--- config.mk ---
export PLATFORM = sky130hd
export DESIGN_NAME = mips_cpu_ctrl_fsm
export DESIGN_NICKNAME = d
export VERILOG_FILES = /design/src/rtl/mips_cpu_ctrl_fsm.sv
export SDC_FILE = /design/constraint.sdc
export NUM_CORES = 1
export LEC_CHECK = 0
export ABC_AREA = 1
export BUFFER_PORTS_ARGS = -buffer_cell sky130_fd_sc_hd__buf_2
export CAP_MARGIN = 40
export CORE_MARGIN = 2
export CORE_UTILIZATION = 41
export CTS_CLUSTER_SIZE = 8
export DETAILED_ROUTE_END_ITERATION = 10
export PLACE_DENSITY = 0.69
export REMOVE_ABC_BUFFERS = 1
export SLEW_MARGIN = 20
export SYNTH_ARGS = -nofsm -noshare
export SYNTH_HDL_FRONTEND = slang
export SYNTH_SLANG_ARGS = --single-unit
--- constraint.sdc ---
create_clock -name clk -period 1.98 [get_ports clk]
set_input_delay 0.198 -clock clk [delete_from_list [all_inputs] [get_ports clk]]
set_output_delay 0.198 -clock clk [all_outputs]
set_load 0.05 [all_outputs]
--- src/rtl/mips_cpu_ctrl_fsm.sv ---
// -----------------------------------------------------------------------------
// mips_cpu_ctrl_fsm
//
// Multicycle sequencer for the MIPS core. It steps each instruction through
// fetch, execute, optional memory access and writeback. It drives the
// Avalon-style memory strobes, the IR/MDR/register-file write enables and the
// PC-unit update controls. It stops on a fetch from address 0, or when a bus
// access stalls for too long. It also counts retired instructions.
//
// Ports:
//   clk          system clock
//   rst          synchronous reset, active-high
//   waitrequest  memory stall; an access completes in a cycle where this is 0
//   pc_is_zero   PC unit currently points at address 0x00000000
//   dec_load     decoded instruction is a load
//   dec_store    decoded instruction is a store
//   dec_branch   decoded conditional branch
//   br_taken     branch condition true (valid in WB)
//   dec_jump     J/JAL
//   dec_jr       JR/JALR
//   dec_regwrite instruction writes the register file
//   mem_read     memory read strobe
//   mem_write    memory write strobe
//   addr_sel     0 = PC drives the address, 1 = ALU result drives the address
//   ir_en        latch readdata into the instruction register
//   mdr_en       latch readdata into the memory-data register
//   reg_write    register-file write enable
//   pc_en        PC unit advances this cycle
//   pc_ctrl      0 = +4, 1 = branch, 2 = jump, 3 = jump-register
//   active       CPU running
//   bus_err      sticky bus-stall watchdog error
//   state        current state (debug)
//   instr_count  retired instruction count (wraps)
//
// state | meaning
// ------+--------------------------------------------------------------
// FETCH | read instruction at PC; halt instead if PC == 0
// EXEC  | decode/ALU cycle, no bus activity
// MEM   | load/store data access at the ALU-computed address
// WB    | register write, PC update, retire
// HALT  | stopped (fetch from 0 or bus timeout), left only by rst
// -----------------------------------------------------------------------------
module mips_cpu_ctrl_fsm #(
    parameter int unsigned WAIT_LIMIT = 256,
    parameter int unsigned CNT_W      = 32
) (
    input  logic             clk,
    input  logic             rst,
    input  logic             waitrequest,
    input  logic             pc_is_zero,
    input  logic             dec_load,
    input  logic             dec_store,
    input  logic             dec_branch,
    input  logic             br_taken,
    input  logic             dec_jump,
    input  logic             dec_jr,
    input  logic             dec_regwrite,
    output logic             mem_read,
    output logic             mem_write,
    output logic             addr_sel,
    output logic             ir_en,
    output logic             mdr_en,
    output logic             reg_write,
    output logic             pc_en,
    output logic [1:0]       pc_ctrl,
    output logic             active,
    output logic             bus_err,
    output logic [2:0]       state,
    output logic [CNT_W-1:0] instr_count
);

    typedef enum logic [2:0] {
        FETCH = 3'd0,
        EXEC  = 3'd1,
        MEM   = 3'd2,
        WB    = 3'd3,
        HALT  = 3'd4
    } state_t;

    // The stall counter only has to reach WAIT_LIMIT-1; hitting it with
    // waitrequest still high leaves the state, which clears the counter.
    localparam int unsigned     WC_W    = (WAIT_LIMIT > 1) ? $clog2(WAIT_LIMIT) : 1;
    localparam bit              WD_EN   = (WAIT_LIMIT > 0);
    localparam logic [WC_W-1:0] WC_LAST = WD_EN ? WC_W'(WAIT_LIMIT - 1) : '0;

    state_t            state_q;
    state_t            state_d;
    logic              active_q;
    logic              bus_err_q;
    logic [CNT_W-1:0]  cnt_q;
    logic [WC_W-1:0]   wait_cnt_q;

    logic              bus_busy;
    logic              timeout;
    logic              go_halt;
    logic              set_err;
    logic              retire;

    // A bus access is pending only when a read or write is actually issued.
    // A FETCH from address 0 issues no read, so it can never time out.
    assign bus_busy = ((state_q == FETCH) && !pc_is_zero) || (state_q == MEM);
    assign timeout  = WD_EN && bus_busy && waitrequest && (wait_cnt_q == WC_LAST);

    always_comb begin
        state_d   = state_q;
        mem_read  = 1'b0;
        mem_write = 1'b0;
        addr_sel  = 1'b0;
        ir_en     = 1'b0;
        mdr_en    = 1'b0;
        reg_write = 1'b0;
        pc_en     = 1'b0;
        pc_ctrl   = 2'd0;
        go_halt   = 1'b0;
        set_err   = 1'b0;
        retire    = 1'b0;

        case (state_q)
            FETCH: begin
                if (pc_is_zero) begin
                    state_d = HALT;
                    go_halt = 1'b1;
                end else begin
                    mem_read = 1'b1;
                    if (!waitrequest) begin
                        ir_en   = 1'b1;
                        state_d = EXEC;
                    end else if (timeout) begin
                        state_d = HALT;
                        go_halt = 1'b1;
                        set_err = 1'b1;
                    end
                end
            end
            EXEC: begin
                state_d = (dec_load || dec_store) ? MEM : WB;
            end
            MEM: begin
                addr_sel  = 1'b1;
                mem_read  = dec_load;
                // A load takes priority if the decoder flags both.
                mem_write = dec_store && !dec_load;
                if (!waitrequest) begin
                    mdr_en  = dec_load;
                    state_d = WB;
                end else if (timeout) begin
                    state_d = HALT;
                    go_halt = 1'b1;
                    set_err = 1'b1;
                end
            end
            WB: begin
                reg_write = dec_regwrite;
                pc_en     = 1'b1;
                // The PC unit handles the delay slot by applying a non-zero
                // pc_ctrl one update later. So the controller issues pc_ctrl
                // in the branching instruction's own WB.
                if (dec_jr)
                    pc_ctrl = 2'd3;
                else if (dec_jump)
                    pc_ctrl = 2'd2;
                else if (dec_branch && br_taken)
                    pc_ctrl = 2'd1;
                retire  = 1'b1;
                state_d = FETCH;
            end
            HALT: begin
                state_d = HALT;
            end
            default: begin
                state_d = FETCH;
            end
        endcase

        // During reset no bus or write strobe may escape, whatever the state.
        if (rst) begin
            mem_read  = 1'b0;
            mem_write = 1'b0;
            ir_en     = 1'b0;
            mdr_en    = 1'b0;
            reg_write = 1'b0;
            pc_en     = 1'b0;
            pc_ctrl   = 2'd0;
        end
    end

    always_ff @(posedge clk) begin
        if (rst) begin
            state_q    <= FETCH;
            active_q   <= 1'b1;
            bus_err_q  <= 1'b0;
            cnt_q      <= '0;
            wait_cnt_q <= '0;
        end else begin
            state_q <= state_d;
            if (go_halt)
                active_q <= 1'b0;
            if (set_err)
                bus_err_q <= 1'b1;
            if (retire)
                cnt_q <= cnt_q + CNT_W'(1);
            if ((state_d != state_q) || !waitrequest)
                wait_cnt_q <= '0;
            else if (WD_EN && bus_busy)
                wait_cnt_q <= wait_cnt_q + WC_W'(1);
        end
    end

    assign active      = active_q;
    assign bus_err     = bus_err_q;
    assign state       = state_q;
    assign instr_count = cnt_q;

endmodule

==> impl_metrics.py <==
metrics = {
    "sta": {
        "rsz0062_at_grt": "false",
        "timing.final.crit_period_ns": 1.87,
        "fin_crit_sh_pct": 94.2,
        "setup_viol_count_final": 0,
        "finalHoldViolCount": 0,
        "max_freq_mhz": 536,
        "final.setup.tns_ns": 0,
        "slew_headroom_pct": 71.8,
        "slew_viol_final": 0,
        "worst_slew_pin_slew_ns": 0.422,
        "skew_ns": 0.00964,
    },
    "finish": {
        "nets": 494,
        "finalNonFillerCells": 559,
        "postLayoutCoreUtil_pct": 50.7,
        "drive_gt1_share_pct": 18.5,
        "synthToLayoutAreaGrowth_pct": 21.7,
        "antenna_cells": 0,
    },
    "clocking": {
        "cts_buffers": 5,
        "cts_tree": "built",
        "cts_hold_buf": 0,
        "cts_num_sinks": 45,
        "worstSkewPairLatency_ns": 0.31,
        "path_clk_slew_ns": 0.08,
        "cts_root_buf": "clkbuf_8",
        "clk_path_buf_depth": 2,
        "h-tree-depth": 2,
    },
    "critical_path": {
        "critPathMaxFanout": 7,
        "r2r_end": "instr_count[24]",
        "crit_slowest_cell": "dfxtp_2",
        "worstSetupEndpoint": "mem_write",
        "ff2ff_setup_slack_ns": 0.27,
        "r2r-start": "state[2]",
        "crit_top_cell": "inv_1",
        "cp-startpoint": "state[1]",
        "cp_top_family": "simple AND/OR/NAND/NOR gates",
        "slowest_delay_ns": 0.42,
        "critPathKind": "flop to primary output",
        "cp-end-kind": "primary output",
        "critical_path_buf_inv_count": 3,
        "crit_cells": 5,
        "cp.required_ns": 1.78,
        "crit_chain": "inv_1 -> nor3_4 -> inv_1 -> nor4b_1 -> buf_4",
        "cp-start-kind": "flop",
        "ff2ff_path_depth": 10,
        "arrival_ns": 1.67,
    },
    "power_and_ir_drop": {
        "p_sw_share_pct": 25.2,
        "power.density_mw_per_mm2": 577,
        "cellLeakagePower_uw": 0.00132,
        "p_sw_uw": 460,
        "internal_power_uw": 1370,
        "p_clk_share_pct": 40.8,
        "p_comb_share_pct": 8.4,
        "peakVddDrop_uv": 355,
        "seqPwrFrac_pct": 50.8,
    },
    "routing": {
        "dr.pass1.iters": 4,
        "vias": 2711,
        "wl_mm": 6.46,
        "drtIter0Drc": 94,
        "drtAntennaViolNets": 0,
        "post_drt_wl_per_cell_um": 11.6,
        "viasPerCell": 4.85,
        "drc": 0,
    },
    "global_route": {
        "overflow": 0,
        "grt_pass1_vias": 2448,
        "grt_use_total_pct": 18.8,
        "grt_max_degree": 22,
        "antenna_found_initial": 0,
        "grt_first_pass_wirelength_mm": 11.0,
    },
    "floorplan": {
        "coreArea_mm2": 0.00624,
        "start_util_pct": 41.7,
        "fp-row-count": 29,
        "dieHeight_um": 83.7,
        "io_pins": 57,
        "die-area_mm2": 0.00700,
        "die_width_um": 83.7,
    },
    "place": {
        "dp.cells": 546,
        "post-dp-hpwl_mm": 4.84,
        "place_congestion": 0.952,
        "port_buffers": 56,
    },
    "logic_synthesis": {
        "ys.flop_type": "dfxtp_1",
        "yosys_warnings": 0,
        "synth.most_common_cell": "nand2_1",
        "synth_top_area_cell": "dfxtp_1",
        "syn_area_mm2": 0.00260,
        "synth.top_cells.by_count": "nand2_1, nor2_1, inv_1",
        "ys_async_sr_fraction_pct": 0,
        "synth.area.top_cells": "dfxtp_1, nand2_1, nor2_1",
        "synthesis.instances": 416,
        "synth-edff-count": 0,
        "ys_ff_latch": 45,
        "yosys.area.top_type_share_pct": 34.6,
        "postSynthAreaPerCell_um2": 6.25,
        "ys_types": 30,
        "seq_area_frac_synth_pct": 34.6,
    },
    "status": {
        "status": "complete, no violations",
    },
    "hold_path": {
        "hp-class": "input pin to flop",
    },
    "run": {
        "maxCapViolCount": 0,
    },
}
[worst min path at each step]
stage | to | start | cells after the start | slack (ns)
2_1_floorplan | bus_err | rst | 1 | 0.27
3_3_place_gp | bus_err | bus_err | 2 | 0.44
3_5_place_dp | bus_err | bus_err | 2 | 0.45
4_1_cts | state[1] | waitrequest | 4 | 0.26
5_1_grt | state[1] | waitrequest | 4 | 0.29
6_report | state[1] | waitrequest | 4 | 0.25
[worst min-delay path: stages]
cell	delay, ns
buf_2	0.14
nand2_1	0.06
nand2_1	0.07
a21oi_1	0.06
[layout by cell type, fill, tap and decap left out, types with 2 or more instances in the layout]
master,n
nand2_1,130
nor2_1,81
buf_2,54
inv_1,48
dfxtp_1,43
a21oi_1,21
nand3_1,20
o21ai_0,9
buf_4,9
xor2_1,8
nand4_1,7
nand3b_1,6
xnor2_1,6
clkbuf_8,6
nand3_2,4
nor2_2,4
nor3_1,3
nor3_4,2
nor3b_1,2
ha_1,2
dfxtp_2,2
[flip-flops by register name (all words and copies together), names as in the netlist]
name,count
active,1
state,3
wait_cnt_q,8
bus_err,1
instr_count,32
[power groups by stage]
stage,clock (uW),combinational [uW],sequential [uW]
2_1_floorplan,0,77.3,970
3_3_place_gp,0,150,945
6_report,745,154,927
4_1_cts,756,151,926
5_1_grt,795,168,928
3_5_place_dp,0,150,946
[kinds of logic (layout without fill, tap and decap cells)]
family                     after synthesis  in the layout  share of synthesized area (%)
muxes                                    1              1                          0.385
buffers and inverters                   56            122                           8.08
and+or+nand+nor                        263            263                           44.1
AOI/OAI and AO/OA                       35             35                           7.17
adders and majority gates                2              2                          0.962
DFF                                     45             45                           34.6
xor gates and xnor gates                14             14                           4.71
[repair_timing]
| item | in CTS | in global routing |
|---|---|---|
| setup buffers | 0 | 5 |
| endpoints found under the setup margin | 1 | 5 |
| resized for setup | 2 | 3 |
| pin swaps | 0 | 0 |
[stage by stage]
stage               setup slack [ns]  hold slack, ns  power [uW]  instance area (um2)
floorplan                      -1.63           0.267        1050                 2570
global placement               0.323           0.437        1090                 2980
detailed placement             0.271           0.446        1100                 2980
CTS                           0.0105           0.262        1830                 3110
global route                  0.0235           0.294        1890                 3170
finish                         0.114           0.255        1830                 3170
[cell type report]
| type | instances | area, um2 |
|---|---|---|
| Multi-Input combinational cell | 315 | 1500 |
| Sequential cell | 45 | 903 |
| Timing Repair Buffer | 65 | 365 |
| Tap cell | 77 | 96.3 |
| Fill cell | 646 | 3080 |
| Clock buffer | 6 | 82.6 |
| Inverter | 49 | 184 |
| Clock inverter | 2 | 37.5 |
[layer usage]
metal / up-vias / track usage (%) / wire length (um)
met5: - / 0 / 0
met4: 0 / 6.30 / 125
met3: 12 / 5.24 / 398
met2: 76 / 30.3 / 2830
met1: 1191 / 24.3 / 3100
li1: 1432 / - / -
No activity file was read; power rests on OpenSTA's default activity.
